`src/rtl/ps2_host_tx.sv`:
```
// Host-to-device PS/2 transmitter: inhibit, request-to-send, device-clocked frame shift, ACK check.
// Both lines are open-drain; the *_Drive_Low outputs pull a line low, release lets the pull-up win.
module ps2_host_tx #(
    parameter int INHIBIT_CYCLES     = 5000,
    parameter int FIRST_EDGE_TIMEOUT = 750000,
    parameter int EDGE_TIMEOUT       = 100000
) (
    input  logic       Fast_Clock,
    input  logic       Reset,
    input  logic       Send,
    input  logic [7:0] Tx_Byte,
    output logic       Busy,
    output logic       Done,
    output logic       Error,
    input  logic       KB_Clk,
    input  logic       KB_Data,
    output logic       KB_Clk_Drive_Low,
    output logic       KB_Data_Drive_Low
);

    localparam int MAX_A   = (INHIBIT_CYCLES > FIRST_EDGE_TIMEOUT) ? INHIBIT_CYCLES : FIRST_EDGE_TIMEOUT;
    localparam int MAX_CNT = (MAX_A > EDGE_TIMEOUT) ? MAX_A : EDGE_TIMEOUT;
    localparam int CW      = $clog2(MAX_CNT + 1);

    localparam logic [CW-1:0] LD_INH   = CW'(INHIBIT_CYCLES - 1);
    localparam logic [CW-1:0] LD_FIRST = CW'(FIRST_EDGE_TIMEOUT - 1);
    localparam logic [CW-1:0] LD_EDGE  = CW'(EDGE_TIMEOUT - 1);

    typedef enum logic [3:0] {
        IDLE,
        INHIBIT,
        RTS,
        WAIT_FIRST,
        SHIFT,
        ACK,
        WAIT_IDLE,
        DONE,
        ERR
    } state_t;

    state_t        state, state_next;
    logic [CW-1:0] cnt, cnt_next;
    logic [9:0]    shreg, shreg_next;
    logic [3:0]    bit_cnt, bit_cnt_next;

    logic clk_s1, clk_s2, clk_prev;
    logic data_s1, data_s2;
    logic fall;

    // Synchronizers preset high so a reset never fabricates a falling edge.
    always_ff @(posedge Fast_Clock or posedge Reset) begin
        if (Reset) begin
            clk_s1   <= 1'b1;
            clk_s2   <= 1'b1;
            clk_prev <= 1'b1;
            data_s1  <= 1'b1;
            data_s2  <= 1'b1;
        end else begin
            clk_s1   <= KB_Clk;
            clk_s2   <= clk_s1;
            clk_prev <= clk_s2;
            data_s1  <= KB_Data;
            data_s2  <= data_s1;
        end
    end

    assign fall = clk_prev & ~clk_s2;

    always_ff @(posedge Fast_Clock or posedge Reset) begin
        if (Reset) begin
            state   <= IDLE;
            cnt     <= '0;
            shreg   <= '0;
            bit_cnt <= '0;
        end else begin
            state   <= state_next;
            cnt     <= cnt_next;
            shreg   <= shreg_next;
            bit_cnt <= bit_cnt_next;
        end
    end

    always_comb begin
        state_next   = state;
        cnt_next     = cnt;
        shreg_next   = shreg;
        bit_cnt_next = bit_cnt;
        case (state)
            IDLE: begin
                if (Send) begin
                    state_next   = INHIBIT;
                    shreg_next   = {1'b1, ~^Tx_Byte, Tx_Byte};
                    bit_cnt_next = '0;
                    cnt_next     = LD_INH;
                end
            end
            INHIBIT: begin
                if (cnt == '0) state_next = RTS;
                else           cnt_next   = cnt - CW'(1);
            end
            RTS: begin
                state_next = WAIT_FIRST;
                cnt_next   = LD_FIRST;
            end
            WAIT_FIRST: begin
                if (fall) begin
                    state_next   = SHIFT;
                    bit_cnt_next = 4'd1;
                    cnt_next     = LD_EDGE;
                end else if (cnt == '0) begin
                    state_next = ERR;
                end else begin
                    cnt_next = cnt - CW'(1);
                end
            end
            SHIFT: begin
                // Stop bit shifts in behind the frame, so edge 10 leaves the line released.
                if (fall) begin
                    shreg_next   = {1'b1, shreg[9:1]};
                    bit_cnt_next = bit_cnt + 4'd1;
                    cnt_next     = LD_EDGE;
                    if (bit_cnt == 4'd9) state_next = ACK;
                end else if (cnt == '0) begin
                    state_next = ERR;
                end else begin
                    cnt_next = cnt - CW'(1);
                end
            end
            ACK: begin
                if (fall) begin
                    state_next = data_s2 ? ERR : WAIT_IDLE;
                    cnt_next   = LD_EDGE;
                end else if (cnt == '0) begin
                    state_next = ERR;
                end else begin
                    cnt_next = cnt - CW'(1);
                end
            end
            WAIT_IDLE: begin
                if (clk_s2 && data_s2) state_next = DONE;
                else if (cnt == '0)    state_next = ERR;
                else                   cnt_next   = cnt - CW'(1);
            end
            DONE:    state_next = IDLE;
            ERR:     state_next = IDLE;
            default: state_next = IDLE;
        endcase
    end

    // Moore outputs straight from the state register, so reset releases the lines at once.
    assign Busy              = (state != IDLE);
    assign Done              = (state == DONE);
    assign Error             = (state == ERR);
    assign KB_Clk_Drive_Low  = (state == INHIBIT) || (state == RTS);
    assign KB_Data_Drive_Low = (state == RTS) || (state == WAIT_FIRST) ||
                               ((state == SHIFT) && !shreg[0]);

endmodule

```
`config.mk`:
```
export PLATFORM = sky130hd
export DESIGN_NAME = ps2_host_tx
export DESIGN_NICKNAME = d
export VERILOG_FILES = /design/src/rtl/ps2_host_tx.sv
export SDC_FILE = /design/constraint.sdc
export NUM_CORES = 1
export LEC_CHECK = 0
export ABC_AREA = 1
export CORE_MARGIN = 3
export CORE_UTILIZATION = 60
export DETAILED_ROUTE_END_ITERATION = 8
export DONT_BUFFER_PORTS = 1
export PLACE_DENSITY = 0.76
export SYNTH_ARGS = -nofsm -noshare
export SYNTH_HDL_FRONTEND = slang
export SYNTH_SLANG_ARGS = --single-unit
```
`constraint.sdc`:
```
create_clock -name Fast_Clock -period 3.3 [get_ports Fast_Clock]
set_input_delay 0.495 -clock Fast_Clock [delete_from_list [all_inputs] [get_ports Fast_Clock]]
set_output_delay 0.495 -clock Fast_Clock [all_outputs]
set_load 0.01 [all_outputs]
```
==> impl_results.md <==
- Multi-input gate area: 1480 µm²
- Synth Instances: 408
- Worst hold slack: 181 ps
- WL final: 6200 µm
- Post-CTS Setup Repair Bufs: 0
- Period utilisation layout: 68.6%
- Drt initial violations: 217
- Hold_buf cts: 0
- Distinct cells, synth: 32
- Worst Path Required: 2800 ps
- TritonCTS buffer count: 5
- Antenna diode count: 0
- Dpl hpwl: 4610 µm
- Tightest Hold Check Type: input pin to register
- Final Wtd Congestion: 0.955
- CP Data Arrival Time: 1770 ps
- #FFs+latches synth: 43
- Leading area contributor after synthesis: dfrtp_1
- Pre-CTS WS: 1220 ps
- Core Footprint: 4410 µm²
- Slack of the critical path: 1030 ps
- Slew HR: 63.2%
- RSZ-0062 raised after global routing: false
- Initial core utilization: 63.0%
- Antenna viol nets, final: 0
- Register area: 1080 µm²
- Post-CTS sizing: 0
- Drt pass-1 iters: 4
- Largest cells by area after synthesis: dfrtp_1 34%, nand2_1 17%, nor2_1 7.4%
- Worst path cell trace: nor2_1 > nand2_1 > nor2_2 > nor2_1 > inv_1
- Global-route wire length before repair: 10400 µm
- Die area: 5490 µm²
- # clock sinks: 43
- Die Width: 74.1 µm
- Worst Tran Pin Value: 552 ps
- Initial antenna violation count: 0
- Vias: 2548
- Yosys top cell area share: 34.2%
- Clk buf depth: 2
- Pin count of the biggest net entering global routing: 44
- Worst stage delay on the critical path: 430 ps
- H-tree levels: 2
- Syn Area/Cell: 6.82 µm²
- P&R area growth vs syn: 4.45%
- Crit path time final: 2270 ps
- Run status: finished, final reports clean
- Pwr per Cell Area: 312 nW/µm²
- Netlist area before placement: 2780 µm²
- Max Slew Vio Count: 0
- Vias/cell: 5.50
- I/O Buffers: 0
- Worst Path Buf+Inv: 1
- Peak VDD IR: 252 µV
- Grt ovf: 0
- Post-route DRC: 0
- Fmax: 441 MHz
- Die height: 74.1 µm
- Worst path slowest cell: dfrtp_1
- Crit end category: output port
- Setup violations, final: 0
- Root buf cell: clkbuf_8
- GRT Util Overall: 24.3%
- Cell family with most CP delay: simple AND/OR/NAND/NOR gates
- Layout Nets: 427
- Max-cap violations: 0
- Io pins: 18
- Cell Rows: 24
- Mean routed wirelength per cell: 13.4 µm
- CTS tree: built
- Filler cells: 412
- Setup Skew: 4.08 ps
- Via count of the first global-routing pass: 2374
- Syn nets: 425
- Leakage: 1.45 nW
- Synth warn: 0
- CP max FO: 9
- Clock transition at path regs: 80 ps
- Post-route setup TNS: 0 ps
- Hold Vio Cnt, Final: 0
- Worst-Skew Late Latency: 300 ps
- Share of layout cells above drive strength 1: 8.76%
- Post-synthesis sequential area ratio: 38.9%
- Setup CP Type: register to output port
- Cell mode on critical path: nor2_1
- Startpoint types: register
-- power breakdown --
group	total [mW]	internal (mW)	switching, mW
combinational	0.0350	0.0120	0.0230
clock	0.338	0.148	0.190
sequential	0.533	0.532	0.00135
total	0.906	0.692	0.214
-- area by class of cell --
type	instances	area share, %
inverters	51	6.59
multi-input cells	308	50.8
well taps	52	2.24
clock buffers	6	2.50
clock inverters	2	0.430
flip-flops and latches	43	37.2
repair buffers	1	0.258
-- cell usage in the layout, fill, tap and decap left out, types with 3 or more instances in the layout --
master	netlist	final
o21ai_1	5	5
nor2_1	55	55
nand3_1	29	29
dfrtp_1	38	38
clkbuf_8	0	5
inv_2	8	8
nand3b_1	4	4
nor2_2	3	3
nand2_1	129	129
a31oi_1	8	8
ha_1	4	4
dfstp_2	5	5
xor2_1	7	7
xnor2_1	6	6
nand2_2	7	7
nor3_1	9	9
nand4_1	3	3
a21oi_1	12	12
inv_1	43	42
o21ai_0	13	13
-- cell usage after synthesis --
cell / count
buf_4: 2
nand3_1: 29
buf_2: 3
xor2_1: 7
o31ai_1: 1
nand4_1: 3
inv_2: 8
inv_1: 43
nand2_1: 129
and3_1: 1
xnor2_1: 6
nand3_2: 2
ha_1: 4
o21ai_0: 13
o211ai_1: 2
nor4_1: 1
nor3_1: 9
a21boi_0: 2
nor2_4: 2
a31oi_1: 8
o21ai_1: 5
dfstp_2: 5
dfrtp_1: 38
a21oi_1: 12
nor2_2: 3
nor2_1: 55
o22ai_1: 1
nand2_2: 7
clkbuf_1: 1
nand2_4: 1
nand3b_1: 4
a2bb2oi_1: 1
-- worst paths after layout --
kind | startpoint | endpoint | slack [ps] | cells past startpoint
setup / recovery | state[2]$_DFFE_PP0P_ | KB_Clk_Drive_Low | 1030 | 5
hold / removal | KB_Data | data_s1$_DFF_PP1_ | 180 | 0
setup reg to reg | state[1]$_DFFE_PP0P_ | cnt[19]$_DFFE_PP0P_ | 1190 | 11
hold reg to reg | clk_s1$_DFF_PP1_ | clk_s2$_DFF_PP1_ | 360 | 0
max in group asynchronous | Reset | clk_s2$_DFF_PP1_ | 2710 | 2
min in group asynchronous | Reset | shreg[2]$_DFFE_PP0P_ | 200 | 2
-- cell families after synthesis --
group,count (synthesis),share of synthesized area (%)
xor gates and xnor gates,13,4.09
adders and majority gates,4,1.80
AOI/OAI and AO/OA,45,9.08
and+or+nand+nor,246,38.0
DFF,43,38.9
buffers and inverters,57,8.09
-- metrics by stage --
| stage | instance area, µm² | total power [mW] | std cells | util (%) |
|---|---|---|---|---|
| final | 2910 | 0.906 | 463 | 65.8 |
| after detailed placement | 2820 | 0.580 | 455 | 63.9 |
| after floorplan | 2780 | 0.572 | 408 | - |
| after global routing | 2910 | 0.942 | 463 | 65.8 |
| after global placement | 2820 | 0.579 | 455 | 63.9 |
| after CTS | 2910 | 0.917 | 463 | 65.8 |
-- state kept, by name, summed over array words and instances, names as in the netlist --
| signal | count |
|---|---|
| clk_s1 | 1 |
| shreg | 10 |
| data_s2 | 1 |
| data_s1 | 1 |
| clk_prev | 1 |
| bit_cnt | 4 |
| state | 4 |
| clk_s2 | 1 |
| cnt | 20 |
-- routing by layer --
layer	track usage (%)	share of wire, %
met4	7.44	1.6
met2	40.6	48
met1	32.0	45
met5	0	0
met3	4.73	5.5
No activity file was read; power rests on OpenSTA's default activity.
